## src/rtl/mem_arbiter_pkg.sv

```systemverilog
// Shared types and defaults for the core/host data-memory arbiter.
package mem_arbiter_pkg;

    typedef enum logic [1:0] {
        HALT = 2'd0,
        RUN  = 2'd1,
        FIN  = 2'd2
    } arb_state_t;

    localparam int ADDR_W_DEF = 8;
    localparam int DATA_W_DEF = 8;

endpackage

```

## src/rtl/mem_arbiter.sv

```systemverilog
// Arbitrates one data memory between a running core and a host port,
// with a bounded host wait that stalls the core once the limit is hit.
module mem_arbiter
    import mem_arbiter_pkg::*;
#(
    parameter int ADDR_W   = ADDR_W_DEF,
    parameter int DATA_W   = DATA_W_DEF,
    parameter int HOST_MAX = 4
) (
    input  logic              Clk,
    input  logic              Reset,
    input  logic              Start,
    input  logic              CoreDone,
    output logic              CoreRun,
    output logic              CoreStall,
    input  logic              CWen,
    input  logic              CRen,
    input  logic [ADDR_W-1:0] CAddr,
    input  logic [DATA_W-1:0] CWdat,
    output logic [DATA_W-1:0] CRdat,
    input  logic              HReq,
    input  logic              HWe,
    input  logic [ADDR_W-1:0] HAddr,
    input  logic [DATA_W-1:0] HWdat,
    output logic              HGnt,
    output logic [DATA_W-1:0] HRdat,
    output logic              HValid,
    output logic              MWen,
    output logic [ADDR_W-1:0] MAddr,
    output logic [DATA_W-1:0] MWdat,
    input  logic [DATA_W-1:0] MRdat,
    output logic              Finished
);

    localparam int CNT_W = (HOST_MAX < 1) ? 1 : $clog2(HOST_MAX + 1);
    localparam logic [CNT_W-1:0] CNT_MAX = CNT_W'(HOST_MAX);

    arb_state_t       state, state_nxt;
    logic [CNT_W-1:0] wait_cnt;
    logic             in_run, core_acc, starve, gnt;

    // Reset gates the decode so grants and writes die the moment it rises.
    always_comb begin
        in_run   = (state == RUN) && !Reset;
        core_acc = CWen | CRen;
        starve   = in_run && HReq && core_acc && (wait_cnt == CNT_MAX);
        if (Reset)
            gnt = 1'b0;
        else if (in_run)
            gnt = HReq && (!core_acc || starve);
        else
            gnt = HReq;
    end

    always_comb begin
        MAddr = CAddr;
        MWdat = CWdat;
        MWen  = 1'b0;
        if (gnt) begin
            MAddr = HAddr;
            MWdat = HWdat;
            MWen  = HWe;
        end else if (in_run) begin
            MWen  = CWen;
        end
    end

    always_comb begin
        state_nxt = state;
        unique case (state)
            HALT:    if (Start)    state_nxt = RUN;
            RUN:     if (CoreDone) state_nxt = FIN;
            FIN:     if (Start)    state_nxt = RUN;
            default: state_nxt = HALT;
        endcase
    end

    assign HGnt      = gnt;
    assign CoreStall = starve;
    assign CRdat     = MRdat;

    always_ff @(posedge Clk or posedge Reset) begin
        if (Reset) begin
            state    <= HALT;
            wait_cnt <= '0;
            HRdat    <= '0;
            HValid   <= 1'b0;
            CoreRun  <= 1'b0;
            Finished <= 1'b0;
        end else begin
            state    <= state_nxt;
            CoreRun  <= (state_nxt == RUN);
            Finished <= (state_nxt == FIN);
            // Only an ungranted, still-pending host request in a steady RUN ages.
            if (state_nxt != state || !in_run || gnt || !HReq)
                wait_cnt <= '0;
            else if (wait_cnt != CNT_MAX)
                wait_cnt <= wait_cnt + CNT_W'(1);
            HValid <= gnt && !HWe;
            if (gnt && !HWe)
                HRdat <= MRdat;
        end
    end

endmodule

```

## config.mk

```make
export PLATFORM = sky130hd
export DESIGN_NAME = mem_arbiter
export DESIGN_NICKNAME = d
export VERILOG_FILES = /design/src/rtl/mem_arbiter_pkg.sv /design/src/rtl/mem_arbiter.sv
export SDC_FILE = /design/constraint.sdc
export NUM_CORES = 1
export LEC_CHECK = 0
export ABC_CLOCK_PERIOD_IN_PS = 2450
export CORE_ASPECT_RATIO = 0.8
export CORE_MARGIN = 2
export CORE_UTILIZATION = 32
export CTS_BUF_LIST = sky130_fd_sc_hd__clkbuf_16
export DETAILED_ROUTE_END_ITERATION = 16
export PLACE_DENSITY = 0.88
export SYNTH_ARGS = -nofsm -noshare
export SYNTH_HDL_FRONTEND = slang
export SYNTH_SLANG_ARGS = --single-unit
export TNS_END_PERCENT = 10
```

## constraint.sdc

```tcl
create_clock -name Clk -period 2.45 [get_ports Clk]
set_input_delay 0.245 -clock Clk [delete_from_list [all_inputs] [get_ports Clk]]
set_output_delay 0.245 -clock Clk [all_outputs]
set_load 0.05 [all_outputs]
```

### Yosys cells after proc, flatten, opt, wreduce, memory -nomap -nowiden

Cells that the tools add are included.

* output and inout port bits: 38
* bits in read-only memories: 0
* flip-flop bits (word level): 16
* RAM bits: 0
* memories: 0
* input port bits: 48
* word-level logic and storage cells: 44
* latch bits: 0

* order comparisons: 0
* multiplexer cells: 11
* multipliers: 0
* add/sub/neg operators: 1
* shifts and indexed selects: 0
* reduce and logical (&&, ||, !) cells: 18
* equal/unequal tests: 7
* bitwise gates (word level): 1
* divide/modulo/power cells: 0

Operators with widths (number)
* $mux 8: 2
* $logic_and 1x1->1: 6
* $mux 3: 2
* $logic_not 1->1: 5
* $eq 2x1->1 const B: 2
* $eq 2x2->1 const B: 2
* $logic_or 1x1->1: 4
* $mux 1: 4
* $mux 2: 2
* $pmux 2 s2: 1
* $add 3x1->3 const B: 1
* $eq 3x3->1 const B: 1
* $ne 3x3->1 const B: 1
* $logic_not 2->1: 1
* $ne 2x2->1: 1
* $reduce_bool 2->1: 1
* $reduce_or 2->1: 1
* $or 1x1->1: 1

### Logic depth before layout (Yosys ltp)

* depth in word-level cells: 12
* gate-level depth with buffers: 6
* mapped depth without buffers: 5

### Worst setup path after synthesis

No wires, ideal clock.

* path type: reg-to-output
* start: register wait_cnt[0]
* end: output CoreStall
* data arrival time: 1952 ps
* required time: 2205 ps
* buffers on the path: 0
* slack: 253 ps
* stages on the path, launching flop included: 6
* cell sequence: dfrtp_1 -> inv_1 -> ha_1 -> and2_0 -> nand2_1 -> nor3_1

* longest elaborated chain between the ends: 2

Ends and longest elaborated chain
* start, declared: line mem_arbiter.sv:39 `logic [CNT_W-1:0] wait_cnt;`
* start signal, assigned: line mem_arbiter.sv:98 `wait_cnt <= wait_cnt + CNT_W'(1);`
* $eq 3x3->1: line mem_arbiter.sv:46 `starve = in_run && HReq && core_acc && (wait_cnt == CNT_MAX);`
* $logic_and 1x1->1: line mem_arbiter.sv:46
* end, declared: line mem_arbiter.sv:15 `output logic CoreStall,`

Every way passes these cells.

### Worst setup path after layout

* start: register wait_cnt[0]
* end: output MAddr[1]

* longest elaborated chain between the ends: 7

Ends and longest elaborated chain
* $eq 3x3->1: line mem_arbiter.sv:46
* $logic_and 1x1->1: line mem_arbiter.sv:46
* $logic_or 1x1->1: line mem_arbiter.sv:50 `gnt = HReq && (!core_acc || starve);`
* $logic_and 1x1->1: line mem_arbiter.sv:50
* $mux 1: line mem_arbiter.sv:49 `else if (in_run)`
* $mux 1: line mem_arbiter.sv:47 `if (Reset)`
* $mux 8: line mem_arbiter.sv:59 `if (gnt) begin`
* end, declared: line mem_arbiter.sv:29 `output logic [ADDR_W-1:0] MAddr,`

Every way passes these cells.

==> results.py <==
metrics = {
    "run_status": {
        "outcome": "finished clean",
    },
    "layout": {
        "final_nets": 216,
        "final_cell_mix": "clkdlybuf4s50_1 (66), dfrtp_1 (16), mux2_2 (15), buf_12 (11)",
        "n_antenna_cell": 0,
        "area_delta_synth_final_pct": 99.1,
        "drive_above_1_share": 0.309,
        "nFillCells": 242,
        "stdcell_count": 205,
        "final_common_cell": "clkdlybuf4s50_1",
    },
    "synthesis": {
        "synth_top_area_share": 0.395,
        "synth.area.top_cells": "dfrtp_1 (40%), mux2_2 (17%), mux2_4 (13%), buf_4 (5.9%), inv_1 (3.3%)",
        "syn_area_sq_um": 1010,
        "ys_warn_count": 0,
        "synthCells": 85,
        "ys_types": 22,
        "syn_area_per_cell_sq_um": 11.9,
        "ys_seq_area_frac": 0.395,
        "synth-seq-cells": 16,
        "synth_fp_nets": 135,
        "yosysTopAreaCell": "dfrtp_1",
    },
    "timing": {
        "period_share": 0.965,
        "fin_crit_ns": 2.36,
        "setup_tns_ns": 0,
        "drv_slew": 0,
        "slew_headroom": 0.612,
        "setup_ws_ns": 0.0862,
        "max_freq_mhz": 423,
        "setup_viol": 0,
        "hold_viol": 0,
        "worstMarginPinSlew_ns": 0.581,
        "whs_ns": 0.445,
        "fin_worst_skew_ns": 0.00614,
    },
    "setup_path": {
        "path_buf_inv": 3,
        "crit_path_end_kind": "primary output",
        "arrival_ns": 2.12,
        "slowest_stage": "dfrtp_1",
        "cp_num_cells": 7,
        "r2r_start": "wait_cnt[0]",
        "cp-start-kind": "flop",
        "rrSetupSlack_ns": 0.62,
        "worstSetupPathType": "reg2out",
        "r2r_cells": 5,
        "critPathMaxStageDelay_ns": 0.37,
        "crit_fanout": 9,
        "crit_chain": "inv_1 > ha_1 > and2_1 > o31ai_4 > buf_12 > mux2_2 > buf_4",
        "r2r_end": "HRdat[6]",
        "required_ns": 2.20,
        "path_delay_family": "buffers and inverters",
    },
    "detailed_routing": {
        "avgViaCountPerCell": 4.68,
        "detail-route-antenna-nets": 0,
        "wire_per_inst_um": 15.9,
        "routed_wl_um": 3260,
        "drt_pass1_iterations": 2,
        "dr_total_vias": 959,
        "drc": 0,
        "drtIter0Drc": 28,
    },
    "clock_network": {
        "cts_setup_buffers": 0,
        "clkSlewWorstSetupHoldPaths_ns": 0.05,
        "cts_resized": 0,
        "cts_tree": "done",
        "insertion_delay_ns": 0.24,
        "postCtsHoldBufs": 0,
        "cts-root-buf": "clkbuf_16",
        "cts_buffers": 3,
        "clock-sinks": 16,
        "htree_levels": 1,
        "clockBufferDepth": 2,
    },
    "global_route": {
        "grt_max_degree": 18,
        "grt-ovfl-total": 0,
        "grt_pass1_vias": 938,
        "grt_pass1_wl_um": 4400,
        "grt_usage": 0.164,
        "antenna_found_initial": 0,
    },
    "pwr": {
        "totalPowerFinal_w": 0.00140,
        "seqPwrFrac": 0.249,
        "internal_power_w": 0.000855,
        "switching_share": 0.390,
        "p_comb_frac": 0.530,
        "clkPwrFrac": 0.220,
        "peakVddDrop_v": 0.000412,
        "leakage_nw": 0.888,
        "power.switching_w": 0.000546,
        "p_per_area_nw_per_um2": 694,
    },
    "floorplan": {
        "dieHeight_um": 54.3,
        "rows": 18,
        "die-area_sq_um": 3640,
        "io_pins": 86,
        "die_x_um": 66.9,
        "start_util": 0.331,
        "core_sq_um": 3060,
    },
    "placed_design": {
        "pre_cts_ws_ns": 0.252,
        "hpwl_um": 2710,
        "placedCellCount": 200,
        "finalWeightedCongestion": 0.792,
        "io_buffers": 85,
    },
    "worst_hold_path": {
        "hp-class": "in2async",
    },
    "job": {
        "drv_cap": 0,
    },
}
how the worst max path moves through the flow:
| stage | startpoint | endpoint | slack, ns |
|---|---|---|---|
| 5_1_grt | wait_cnt[0] | MAddr[1] | -0.007 |
| 3_3_place_gp | HReq | MAddr[5] | 0.33 |
| 4_1_cts | wait_cnt[0] | MAddr[1] | 0.01 |
| 2_1_floorplan | wait_cnt[0] | CoreStall | 0.25 |
| 3_5_place_dp | HReq | MAddr[1] | 0.25 |
| 6_report | wait_cnt[0] | MAddr[1] | 0.09 |
state kept, by name (all words and copies together), names as in the netlist:
signal    flops
HRdat         8
Finished      1
state         2
HValid        1
wait_cnt      3
CoreRun       1
cells in the mapped netlist, drive strengths merged:
master   instances
mux2            24
or3              1
o22ai            4
a31o             1
nor2             1
o311a            1
buf             11
o31ai            1
nand2            3
ha               2
dfrtp           16
nor2b            1
and2             1
o21ai            2
nand2b           1
nand3b           1
nor3             4
inv              9
a2111oi          1
worst register-to-register path: stages (launching register included):
cell	delay, ns
dfrtp_1	0.40
inv_1	0.07
ha_1	0.15
and2_1	0.25
o311a_1	0.46
mux2_2	0.39
layer usage:
layer  vias up  GRT usage  share of wire
met3         4     0.0576           0.11
met5         -          0              0
met1       459      0.176           0.35
met4         0     0.0306          0.013
met2        45      0.318           0.53
li1        451          -              -
kinds of logic (layout without fill, tap and decap cells):
family                     count (synthesis)  after routing  share of synthesized area
muxes                                     24             24                      0.300
buffers and inverters                     20            100                      0.130
DFF                                       16             16                      0.395
and+or+nand+nor                           13             13                     0.0679
AOI/OAI and AO/OA                         10             10                     0.0827
adders and majority gates                  2              2                     0.0247
power groups by stage:
| stage | Clock (W) | Combinational [W] | Sequential [W] |
|---|---|---|---|
| floorplan | 0 | 0.000291 | 0.000519 |
| global placement | 0 | 0.000723 | 0.000349 |
| detailed placement | 0 | 0.000738 | 0.000354 |
| CTS | 0.000314 | 0.000740 | 0.000350 |
| global route | 0.000334 | 0.000769 | 0.000354 |
| finish | 0.000308 | 0.000743 | 0.000349 |
area by class of cell:
type	instances	area, sq um	area share
timing repair buffer	87	973	0.482
sequential	16	400	0.198
tap	40	50.0	0.0248
multi-input combinational	49	482	0.239
clock buffer	3	75.1	0.0372
clock inverter	1	3.75	0.00186
inverter	9	33.8	0.0167
stage by stage:
| step | cell area [sq um] | util |
|---|---|---|
| floorplan | 1010 | - |
| global placement | 1910 | 0.625 |
| detailed placement | 1910 | 0.625 |
| CTS | 1990 | 0.651 |
| global route | 2020 | 0.659 |
| finish | 2020 | 0.659 |
Note: power is estimated with default switching activity, not from simulation.
